--- src/rtl/keyevt_pkg.sv ---
// -----------------------------------------------------------------------------
// keyevt_pkg
// Shared definitions for the keycode event decoder:
//   KEY_NONE     - code value marking an empty keycode slot
//   SLOTS        - number of 8-bit slots in a keycode word
//   key_event_t  - queued event {code, press}
//   dec_state_t  - decoder FSM states
//   count_distinct() - number of distinct non-empty codes in a keycode word
// -----------------------------------------------------------------------------
package keyevt_pkg;

    localparam logic [7:0] KEY_NONE = 8'h00;
    localparam int         SLOTS    = 4;

    typedef struct packed {
        logic [7:0] code;
        logic       press;
    } key_event_t;

    typedef enum logic [1:0] {
        ST_IDLE,
        ST_SCAN_REL,
        ST_SCAN_PRS,
        ST_COMMIT
    } dec_state_t;

    // A slot counts only if it is non-empty and no lower slot holds the same
    // code, so duplicated codes are counted once.
    function automatic logic [2:0] count_distinct(input logic [31:0] word);
        logic [2:0] cnt;
        logic       dup;
        cnt = 3'd0;
        for (int i = 0; i < SLOTS; i++) begin
            dup = 1'b0;
            for (int j = 0; j < i; j++) begin
                if (word[j*8 +: 8] == word[i*8 +: 8]) begin
                    dup = 1'b1;
                end
            end
            if (word[i*8 +: 8] != KEY_NONE && !dup) begin
                cnt = cnt + 3'd1;
            end
        end
        return cnt;
    endfunction

endpackage

--- src/rtl/sync_fifo.sv ---
// -----------------------------------------------------------------------------
// sync_fifo
// Single-clock first-word-fall-through FIFO. The head entry is visible on
// pop_data_o whenever empty_o is low; pop_data_o reads as zero when empty.
// A push on a full FIFO is accepted when a pop happens in the same cycle.
// A pop on an empty FIFO is ignored.
// Ports:
//   clk, srst           - clock, synchronous active-high reset
//   push_i, push_data_i - write request and data
//   pop_i               - consumer takes the head entry
//   pop_data_o          - head entry
//   full_o, empty_o     - occupancy flags
// -----------------------------------------------------------------------------
module sync_fifo #(
    parameter int WIDTH = 9,
    parameter int DEPTH = 8
) (
    input  logic             clk,
    input  logic             srst,
    input  logic             push_i,
    input  logic [WIDTH-1:0] push_data_i,
    input  logic             pop_i,
    output logic [WIDTH-1:0] pop_data_o,
    output logic             full_o,
    output logic             empty_o
);

    localparam int AW = $clog2(DEPTH);

    logic [WIDTH-1:0] mem_q [DEPTH];
    // One extra pointer bit distinguishes full from empty when indices match.
    logic [AW:0]      wr_ptr_q;
    logic [AW:0]      rd_ptr_q;
    logic             do_push;
    logic             do_pop;

    assign empty_o = (wr_ptr_q == rd_ptr_q);
    assign full_o  = (wr_ptr_q[AW] != rd_ptr_q[AW]) &&
                     (wr_ptr_q[AW-1:0] == rd_ptr_q[AW-1:0]);

    assign do_pop  = pop_i && !empty_o;
    assign do_push = push_i && (!full_o || do_pop);

    assign pop_data_o = empty_o ? '0 : mem_q[rd_ptr_q[AW-1:0]];

    always_ff @(posedge clk) begin
        if (do_push) begin
            mem_q[wr_ptr_q[AW-1:0]] <= push_data_i;
        end
    end

    always_ff @(posedge clk) begin
        if (srst) begin
            wr_ptr_q <= '0;
            rd_ptr_q <= '0;
        end else begin
            if (do_push) begin
                wr_ptr_q <= wr_ptr_q + (AW+1)'(1);
            end
            if (do_pop) begin
                rd_ptr_q <= rd_ptr_q + (AW+1)'(1);
            end
        end
    end

endmodule

--- src/rtl/keycode_event_decoder.sv ---
// -----------------------------------------------------------------------------
// keycode_event_decoder
// Turns the 4-slot keycode word from the MicroBlaze GPIO into a stream of
// press/release events. A word is accepted once it has been stable for
// STABLE_CYCLES cycles and differs from the committed snapshot; the FSM then
// scans old slots for releases, new slots for presses, and commits the word.
// Ports:
//   Clk, reset_ah           - clock, synchronous active-high reset
//   keycode                 - four 8-bit slots, slot0 = [7:0], 8'h00 = empty
//   evt_valid / evt_ready   - FWFT event handshake
//   evt_code, evt_press     - head event (press=1, release=0)
//   busy                    - scan/commit in progress
//   held_count              - distinct keys in committed snapshot
// -----------------------------------------------------------------------------
module keycode_event_decoder
    import keyevt_pkg::*;
#(
    parameter int STABLE_CYCLES = 1000,
    parameter int FIFO_DEPTH    = 8
) (
    input  logic        Clk,
    input  logic        reset_ah,
    input  logic [31:0] keycode,
    output logic        evt_valid,
    input  logic        evt_ready,
    output logic [7:0]  evt_code,
    output logic        evt_press,
    output logic        busy,
    output logic [2:0]  held_count
);

    localparam int             CW         = $clog2(STABLE_CYCLES + 1);
    localparam logic [CW-1:0]  STABLE_MAX = CW'(STABLE_CYCLES);

    logic [31:0]   keycode_q;
    logic [CW-1:0] stable_cnt_q;
    dec_state_t    state_q, state_d;
    logic [1:0]    slot_q, slot_d;
    logic [31:0]   latched_q, latched_d;
    logic [31:0]   snapshot_q, snapshot_d;
    logic [2:0]    held_count_q, held_count_d;

    logic          word_new;
    logic [7:0]    old_code;
    logic [7:0]    new_code;
    logic [SLOTS-1:0] old_in_new, old_dup, new_in_old, new_dup;
    logic          rel_hit, prs_hit;

    logic          fifo_push;
    key_event_t    fifo_push_evt;
    key_event_t    fifo_head;
    logic          fifo_pop;
    logic          fifo_full;
    logic          fifo_empty;
    logic          fifo_can_take;

    // Input sampling and stability counter.
    always_ff @(posedge Clk) begin
        if (reset_ah) begin
            keycode_q    <= '0;
            stable_cnt_q <= '0;
        end else begin
            keycode_q <= keycode;
            if (keycode != keycode_q) begin
                stable_cnt_q <= '0;
            end else if (stable_cnt_q != STABLE_MAX) begin
                stable_cnt_q <= stable_cnt_q + CW'(1);
            end
        end
    end

    assign word_new = (stable_cnt_q == STABLE_MAX) && (state_q == ST_IDLE) &&
                      (keycode_q != snapshot_q);

    assign old_code = snapshot_q[{slot_q, 3'b000} +: 8];
    assign new_code = latched_q[{slot_q, 3'b000} +: 8];

    // Per-slot comparisons against the slot currently being scanned.
    for (genvar gi = 0; gi < SLOTS; gi++) begin : g_slot_cmp
        assign old_in_new[gi] = (latched_q[gi*8 +: 8] == old_code);
        assign new_in_old[gi] = (snapshot_q[gi*8 +: 8] == new_code);
        assign old_dup[gi]    = (snapshot_q[gi*8 +: 8] == old_code) && (2'(gi) < slot_q);
        assign new_dup[gi]    = (latched_q[gi*8 +: 8] == new_code) && (2'(gi) < slot_q);
    end

    assign rel_hit = (old_code != KEY_NONE) && !(|old_in_new) && !(|old_dup);
    assign prs_hit = (new_code != KEY_NONE) && !(|new_in_old) && !(|new_dup);

    // A full FIFO still takes a push when the consumer pops in the same cycle.
    assign fifo_pop      = evt_valid && evt_ready;
    assign fifo_can_take = !fifo_full || fifo_pop;

    always_ff @(posedge Clk) begin
        if (reset_ah) begin
            state_q      <= ST_IDLE;
            slot_q       <= '0;
            latched_q    <= '0;
            snapshot_q   <= '0;
            held_count_q <= '0;
        end else begin
            state_q      <= state_d;
            slot_q       <= slot_d;
            latched_q    <= latched_d;
            snapshot_q   <= snapshot_d;
            held_count_q <= held_count_d;
        end
    end

    always_comb begin
        state_d       = state_q;
        slot_d        = slot_q;
        latched_d     = latched_q;
        snapshot_d    = snapshot_q;
        held_count_d  = held_count_q;
        fifo_push     = 1'b0;
        fifo_push_evt = '0;

        case (state_q)
            ST_IDLE: begin
                if (word_new) begin
                    latched_d = keycode_q;
                    slot_d    = '0;
                    state_d   = ST_SCAN_REL;
                end
            end
            ST_SCAN_REL: begin
                fifo_push_evt = '{code: old_code, press: 1'b0};
                fifo_push     = rel_hit;
                // Hold the slot index while an event waits for FIFO space.
                if (!rel_hit || fifo_can_take) begin
                    if (slot_q == 2'd3) begin
                        slot_d  = '0;
                        state_d = ST_SCAN_PRS;
                    end else begin
                        slot_d = slot_q + 2'd1;
                    end
                end
            end
            ST_SCAN_PRS: begin
                fifo_push_evt = '{code: new_code, press: 1'b1};
                fifo_push     = prs_hit;
                if (!prs_hit || fifo_can_take) begin
                    if (slot_q == 2'd3) begin
                        slot_d  = '0;
                        state_d = ST_COMMIT;
                    end else begin
                        slot_d = slot_q + 2'd1;
                    end
                end
            end
            ST_COMMIT: begin
                snapshot_d   = latched_q;
                held_count_d = count_distinct(latched_q);
                state_d      = ST_IDLE;
            end
            default: begin
                state_d = ST_IDLE;
            end
        endcase
    end

    sync_fifo #(
        .WIDTH ($bits(key_event_t)),
        .DEPTH (FIFO_DEPTH)
    ) u_evt_fifo (
        .clk         (Clk),
        .srst        (reset_ah),
        .push_i      (fifo_push),
        .push_data_i (fifo_push_evt),
        .pop_i       (fifo_pop),
        .pop_data_o  (fifo_head),
        .full_o      (fifo_full),
        .empty_o     (fifo_empty)
    );

    assign evt_valid  = !fifo_empty;
    assign evt_code   = fifo_head.code;
    assign evt_press  = fifo_head.press;
    assign busy       = (state_q != ST_IDLE);
    assign held_count = held_count_q;

endmodule
--- config.mk ---
export PLATFORM = sky130hd
export DESIGN_NAME = keycode_event_decoder
export DESIGN_NICKNAME = d
export VERILOG_FILES = /design/src/rtl/keyevt_pkg.sv /design/src/rtl/sync_fifo.sv /design/src/rtl/keycode_event_decoder.sv
export SDC_FILE = /design/constraint.sdc
export NUM_CORES = 1
export LEC_CHECK = 0
export ABC_AREA = 1
export CORE_UTILIZATION = 60
export CTS_BUF_LIST = sky130_fd_sc_hd__clkbuf_2 sky130_fd_sc_hd__clkbuf_4 sky130_fd_sc_hd__clkbuf_8
export DETAILED_ROUTE_END_ITERATION = 6
export PLACE_DENSITY_LB_ADDON = 0.2
export REMOVE_ABC_BUFFERS = 1
export SLEW_MARGIN = 20
export SYNTH_ARGS = -nofsm -noshare
export SYNTH_HDL_FRONTEND = slang
export SYNTH_SLANG_ARGS = --single-unit
--- constraint.sdc ---
create_clock -name Clk -period 3.1 [get_ports Clk]
set_input_delay 0.465 -clock Clk [delete_from_list [all_inputs] [get_ports Clk]]
set_output_delay 0.465 -clock Clk [all_outputs]
set_load 0.1 [all_outputs]
==> results.toml, run 1 <==
[outcome]
status = "completed"

[clock_network]
clock_latency_ns = 0.49
clk_pin_slew_ns = 0.12
cts_resized = 0
tritoncts = "built"
post-cts-setup-buffers = 0
cts-root-buf = "clkbuf_8"
ctsLongestPathBuffers = 2
cts_hold_buf = 0
cts_made_buffers = 17
cts.sink_count = 196
htree_num_levels = 4

[cells_and_area]
layoutNonFillerInstCount = 1890
num-nets-final = 1664
area_growth_pct = 11.2
mostFrequentLayoutCells = "349 x nand2_1, 226 x nor2_1, 142 x inv_1"
layout-drive-gt1-share_pct = 10.2
layout_commonest_cell = "nand2_1"

[synthesis]
async_reset_ff_share_pct = 0
synth_cell_types = 46
synthTopCellsByArea = "dfxtp_1 21%, edfxtp_1 18%, nand2_1 11%"
synth-edff-count = 72
synth_seq_cells = 196
netlist.area_leader.share_pct = 21.1
syn_area_um2 = 11800
ys.warnings.count = 0
synth_area_per_cell_um2 = 7.45
synth_flop_cell = "dfxtp_1"
synth_area_leader_cell = "dfxtp_1"
postSynthCellCount = 1581
ys_seq_area_share_pct = 39.4

[place]
gp_congestion = 1.10
dp_worst_setup_slack_ns = 0.172
dp_hpwl_um = 29100
port_buffers = 48
dp_cells = 1857

[die]
rows = 50
io_pins = 49
core_um2 = 19000
die-area_um2 = 20200
die_x_um = 142
die_h_um = 142
initial_core_util_pct = 62.2

[critical_path]
reg2reg_depth = 16
critPathLaunchType = "register"
timing.rr.start = "slot_q[0]"
cp_cell_sequence = "buf_4, nand2_1, nand3_2, nand2_2, xor2_1, nand2_1, inv_1, nand2_1, nor2_1, nor2_2, nand3_1, nand2_2, nand2_4, or2_4, nor2_1, buf_4"
arrival_ns = 3.14
cp_top_family = "simple AND/OR/NAND/NOR gates"
r2r-end = "u_evt_fifo.mem_q[4][5]"
end_kind = "register"
crit_fanout = 16
critPathMaxStageDelay_ns = 0.45
path_class = "reg -> reg"
crit_required_ns = 3.28
worst-path-buf-inv = 3
cpMaxStageDelayCell = "dfxtp_1"
rrSetupSlack_ns = 0.15
crit_top_cell = "nand2_1"

[timing]
slew_headroom_pct = 47.3
setup_ws_ns = 0.145
grt_setup_unrepaired = "no"
hold-worst-slack_ns = 0.420
skew_ns = 0.0176
worst_pin_slew_ns = 0.770
finalSetupViolCount = 0
fin_tns_setup_ns = 0
max_freq_mhz = 338
slew_violations = 0
finalHoldViolations = 0
fin_crit_sh_pct = 95.3
fin_crit_ns = 2.95

[worst_hold_path]
hp-class = "in -> reg"
worstHoldPathCells = 4
hold_start = "reset_ah"
min_to = "u_evt_fifo.rd_ptr_q[2]"

[grt]
met1_usage_pct = 53.2
antenna_found_initial = 0
met2_usage_pct = 60.5
overflow = 0
top_usage_layer = "met2"
gr-usage-all-layers_pct = 39.8
grt_pass1_vias = 10600
grt_max_degree = 67
grt_pass1_wl_um = 59900
grt_use_met3_pct = 9.49

[flow_run]
maxCapViolCount = 0

[power]
p_per_area_nw_per_um2 = 376
cellLeakagePower_nw = 5.66
vdd_drop_max_mv = 0.268

[routing]
vias = 11500
ant_nets = 0
wl_per_cell_um = 20.5
drt_first_pass_iters = 6
routed_wl_um = 38800
drtIter0Drc = 1516
route.detailed.drc = 0
via_per_inst = 6.06
==> flip-flops by register name, summed over array words and instances, names as in the netlist, named ones only <==
name,count
u_evt_fifo.mem_q,72
keycode_q,32
latched_q,32
snapshot_q,32
stable_cnt_q,10
u_evt_fifo.rd_ptr_q,4
u_evt_fifo.wr_ptr_q,4
held_count,3
slot_q,2
state_q,2
==> synthesized netlist by cell type (all sizes together), types with 3 or more instances <==
cell / number
nor2: 230
a31oi: 10
nor4: 11
xnor2: 56
o22ai: 18
a21oi: 60
o21ai: 96
xor2: 54
inv: 148
o2111ai: 5
edfxtp: 72
nand2: 369
nor3: 11
nand4: 30
a211oi: 32
nand3: 140
dfxtp: 124
ha: 13
or2: 3
clkbuf: 59
buf: 23
nand3b: 3
==> worst min-delay path, delay by kind of cell <==
kind / cells / cell delay, ns
AO/OA/AOI/OAI: 1 / 0.04
buffers and inverters: 2 / 0.27
AND/OR/NAND/NOR: 1 / 0.10
==> stage by stage <==
stage	utilization (%)	total power, W	cell area [um2]
final	69.1	0.00492	13100
after global routing	69.1	0.00507	13100
after CTS	69.1	0.00493	13100
after detailed placement	66.8	0.00319	12700
after global placement	66.8	0.00318	12700
after floorplan	-	0.00300	11400
==> layout make-up <==
cell class / count / area, um2
multi-input combinational: 1153 / 6170
fill: 1616 / 5850
sequential: 196 / 4640
tap: 260 / 325
antenna: 1 / 2.50
inverter: 150 / 573
clock inverter: 15 / 203
clock buffer: 17 / 234
timing repair buffer: 98 / 945
==> how the worst max path moves through the flow <==
stage                           startpoint                endpoint  slack, ns  cells after the start
finish                           slot_q[0]  u_evt_fifo.mem_q[4][5]       0.15                     16
global route                     slot_q[0]  u_evt_fifo.mem_q[6][6]      0.009                     15
CTS                              slot_q[1]  u_evt_fifo.mem_q[4][5]       0.19                     15
detailed placement              keycode[5]         stable_cnt_q[7]       0.17                     10
global placement                keycode[5]         stable_cnt_q[7]       0.12                     10
floorplan           u_evt_fifo.wr_ptr_q[2]             evt_code[0]      -0.56                      5
==> cell families after synthesis <==
kind of cell	count (synthesis)	synth area share [%]
compound gates	230	11.2
xor+xnor	110	8.18
fa+ha+maj	13	1.38
buf+inv	232	8.23
flops	196	39.4
simple gates	800	31.6
==> report_power, final <==
group / internal (W) / switching, W / total, W
clock network: 0.000704 / 0.00108 / 0.00178
logic: 0.000155 / 0.000264 / 0.000419
registers: 0.00267 / 0.0000456 / 0.00272
==> layer usage <==
metal / wire length, um / up-vias / part of all wire, %
li1: - / 5275 / -
met1: 15700 / 5289 / 40
met2: 16500 / 754 / 43
met3: 4630 / 143 / 12
met4: 1940 / 0 / 5.0
met5: 0 / - / 0
Power figures use the tool's default switching activity.
==> run 2: changes to the inputs <==
--- a/config.mk
+++ b/config.mk
@@ -6,6 +6,7 @@
 export NUM_CORES = 1
 export LEC_CHECK = 0
 export ABC_AREA = 1
+export ABC_CLOCK_PERIOD_IN_PS = 3100
 export CORE_UTILIZATION = 60
 export CTS_BUF_LIST = sky130_fd_sc_hd__clkbuf_2 sky130_fd_sc_hd__clkbuf_4 sky130_fd_sc_hd__clkbuf_8
 export DETAILED_ROUTE_END_ITERATION = 6
==> results of run 2 <==
The final DEF is identical to that of run 1; final timing and power are the same.
==> run 3: changes to the inputs <==
--- a/config.mk
+++ b/config.mk
@@ -10,6 +10,7 @@
 export CORE_UTILIZATION = 60
 export CTS_BUF_LIST = sky130_fd_sc_hd__clkbuf_2 sky130_fd_sc_hd__clkbuf_4 sky130_fd_sc_hd__clkbuf_8
 export DETAILED_ROUTE_END_ITERATION = 6
+export MAX_ROUTING_LAYER = met4
 export PLACE_DENSITY_LB_ADDON = 0.2
 export REMOVE_ABC_BUFFERS = 1
 export SLEW_MARGIN = 20
==> run 3 against run 2 <==
Against the previous run:
- cell area is 0.46% higher
- largest cell class unchanged
- clock-buffer cell count unchanged
- cell count hardly changed
- clock power is 3% higher
- hold slack got worse by 0.043 ns
- sequential power about the same
- routed wire length shrank 1.9%
- global-route usage up 0.54 points
- critical endpoint is now held_count[1]
- combinational power about the same
- via count fell by 2.3%
==> results.toml, run 3 (synthesis gave the netlist of run 1 again) <==
[power]
combPwrFrac_pct = 8.4
swShare_pct = 28.5
power_switching_w = 0.00142
pwr-share-clk_pct = 37.0
seq_power_share_pct = 54.6
vdd_drop_max_mv = 0.308
intPower_w = 0.00356
p_per_area_nw_per_um2 = 378
cellLeakagePower_nw = 5.69

[cells_and_area]
layout_commonest_cell = "nand2_1"
diodes = 0
num-nets-final = 1666
largest_reg_flops = 72
layout-drive-gt1-share_pct = 10.4
mostFrequentLayoutCells = "349 x nand2_1, 226 x nor2_1, 141 x inv_1"
area_growth_pct = 11.7
nFillCells = 1637
final_area_um2 = 13200

[timing]
slew_violations = 0
grt_setup_unrepaired = "no"
max_freq_mhz = 336
skew_ns = 0.0166
hold-worst-slack_ns = 0.377
finalSetupViolCount = 0
fin_crit_ns = 2.98
slew_headroom_pct = 48.5
fin_crit_sh_pct = 96.1
finalHoldViolations = 0
worst_pin_slew_ns = 0.772

[die]
die-area_um2 = 20200
die_h_um = 142
die_x_um = 142
rows = 50
io_pins = 49
initial_core_util_pct = 62.2
core_um2 = 19000

[grt]
grt_pass1_vias = 10300
grt_pass1_wl_um = 58500
overflow = 0
antenna_found_initial = 0
gr-usage-all-layers_pct = 40.3
grt_max_degree = 57

[critical_path]
cp.depth = 12
cp_top_family = "simple AND/OR/NAND/NOR gates"
crit_fanout = 7
critPathCapture = "held_count[1]"
rrSetupSlack_ns = 0.12
startpoint = "latched_q[15]"
critPathLaunchType = "register"
crit_top_cell = "inv_1"
cp_cell_sequence = "inv_1, nor2_1, nor3_1, nand4_1, o21a_1, inv_1, ha_1, xor2_1, inv_1, ha_1, o211ai_1, a21oi_1"
crit_required_ns = 3.48
end_kind = "register"
path_class = "reg -> reg"
critPathMaxStageDelay_ns = 0.50
worst-path-buf-inv = 3
arrival_ns = 3.36
reg2reg_depth = 12
cpMaxStageDelayCell = "dfxtp_1"
r2r-end = "held_count[1]"
timing.rr.start = "latched_q[15]"

[clock_network]
htree_num_levels = 4
clock_latency_ns = 0.50
tritoncts = "built"
post-cts-setup-buffers = 0
cts_hold_buf = 0
cts-root-buf = "clkbuf_8"
cts_resized = 0
cts.sink_count = 196
ctsLongestPathBuffers = 2
clk_pin_slew_ns = 0.12
cts_made_buffers = 17

[place]
port_buffers = 48
gp_congestion = 1.04
placed_area_um2 = 12700
dp_hpwl_um = 28800

[routing]
via_per_inst = 5.92
route.detailed.drc = 0
wl_per_cell_um = 20.1
drt_first_pass_iters = 6
ant_nets = 0
routed_wl_um = 38100
vias = 11200
drtIter0Drc = 1459

[outcome]
status = "completed"

[worst_hold_path]
hp-class = "in -> reg"

[flow_run]
maxCapViolCount = 0
==> run 3: through the flow <==
stage	setup WS, ns	total power (W)	cells	setup TNS (ns)	utilization (%)
final	0.121	0.00498	1891	0	69.4
after detailed placement	0.214	0.00319	1859	0	67.0
after floorplan	-0.560	0.00300	1499	-14.18	-
after global placement	0.252	0.00318	1859	0	67.0
after global routing	0.0253	0.00513	1891	0	69.4
after CTS	0.177	0.00499	1891	0	69.4
==> run 3: area by class of cell <==
class,instances,area [um2],area share (%)
Clock inverter,15,210,1.60
Clock buffer,17,234,1.78
Tap cell,260,325,2.47
Multi-Input combinational cell,1153,6170,46.9
Sequential cell,196,4650,35.3
Timing Repair Buffer,100,997,7.58
Inverter,150,574,4.36
==> run 3: power groups by stage <==
stage	Combinational [W]	Clock [W]	Sequential (W)
after floorplan	0.000233	0	0.00277
after global placement	0.000404	0	0.00277
after detailed placement	0.000412	0	0.00278
after CTS	0.000414	0.00186	0.00272
final	0.000416	0.00184	0.00272
after global routing	0.000455	0.00195	0.00272
==> run 3: worst reg2reg max path: stages, from the launching register on <==
cell      delay [ns]
dfxtp_1         0.50
inv_1           0.41
nor2_1          0.07
nor3_1          0.38
nand4_1         0.16
o21a_1          0.19
inv_1           0.07
ha_1            0.25
xor2_1          0.20
inv_1           0.08
ha_1            0.28
o211ai_1        0.19
a21oi_1         0.08
==> run 3: how the worst min path moves through the flow <==
| stage | start | end | depth (start not counted) |
|---|---|---|---|
| 3_3_place_gp | stable_cnt_q[8] | stable_cnt_q[8] | 2 |
| 4_1_cts | reset_ah | u_evt_fifo.wr_ptr_q[3] | 2 |
| 3_5_place_dp | stable_cnt_q[5] | stable_cnt_q[5] | 2 |
| 2_1_floorplan | stable_cnt_q[5] | stable_cnt_q[5] | 2 |
| 5_1_grt | reset_ah | held_count[1] | 2 |
| 6_report | reset_ah | held_count[1] | 2 |
==> run 3: routing by layer <==
| layer | global-route usage, % | wire (um) | vias to the layer above |
|---|---|---|---|
| met4 | 18.8 | 1760 | 0 |
| met2 | 57.9 | 16100 | 670 |
| met3 | 9.62 | 4470 | 121 |
| met5 | - | 0 | - |
| met1 | 53.4 | 15700 | 5132 |
| li1 | - | - | 5270 |
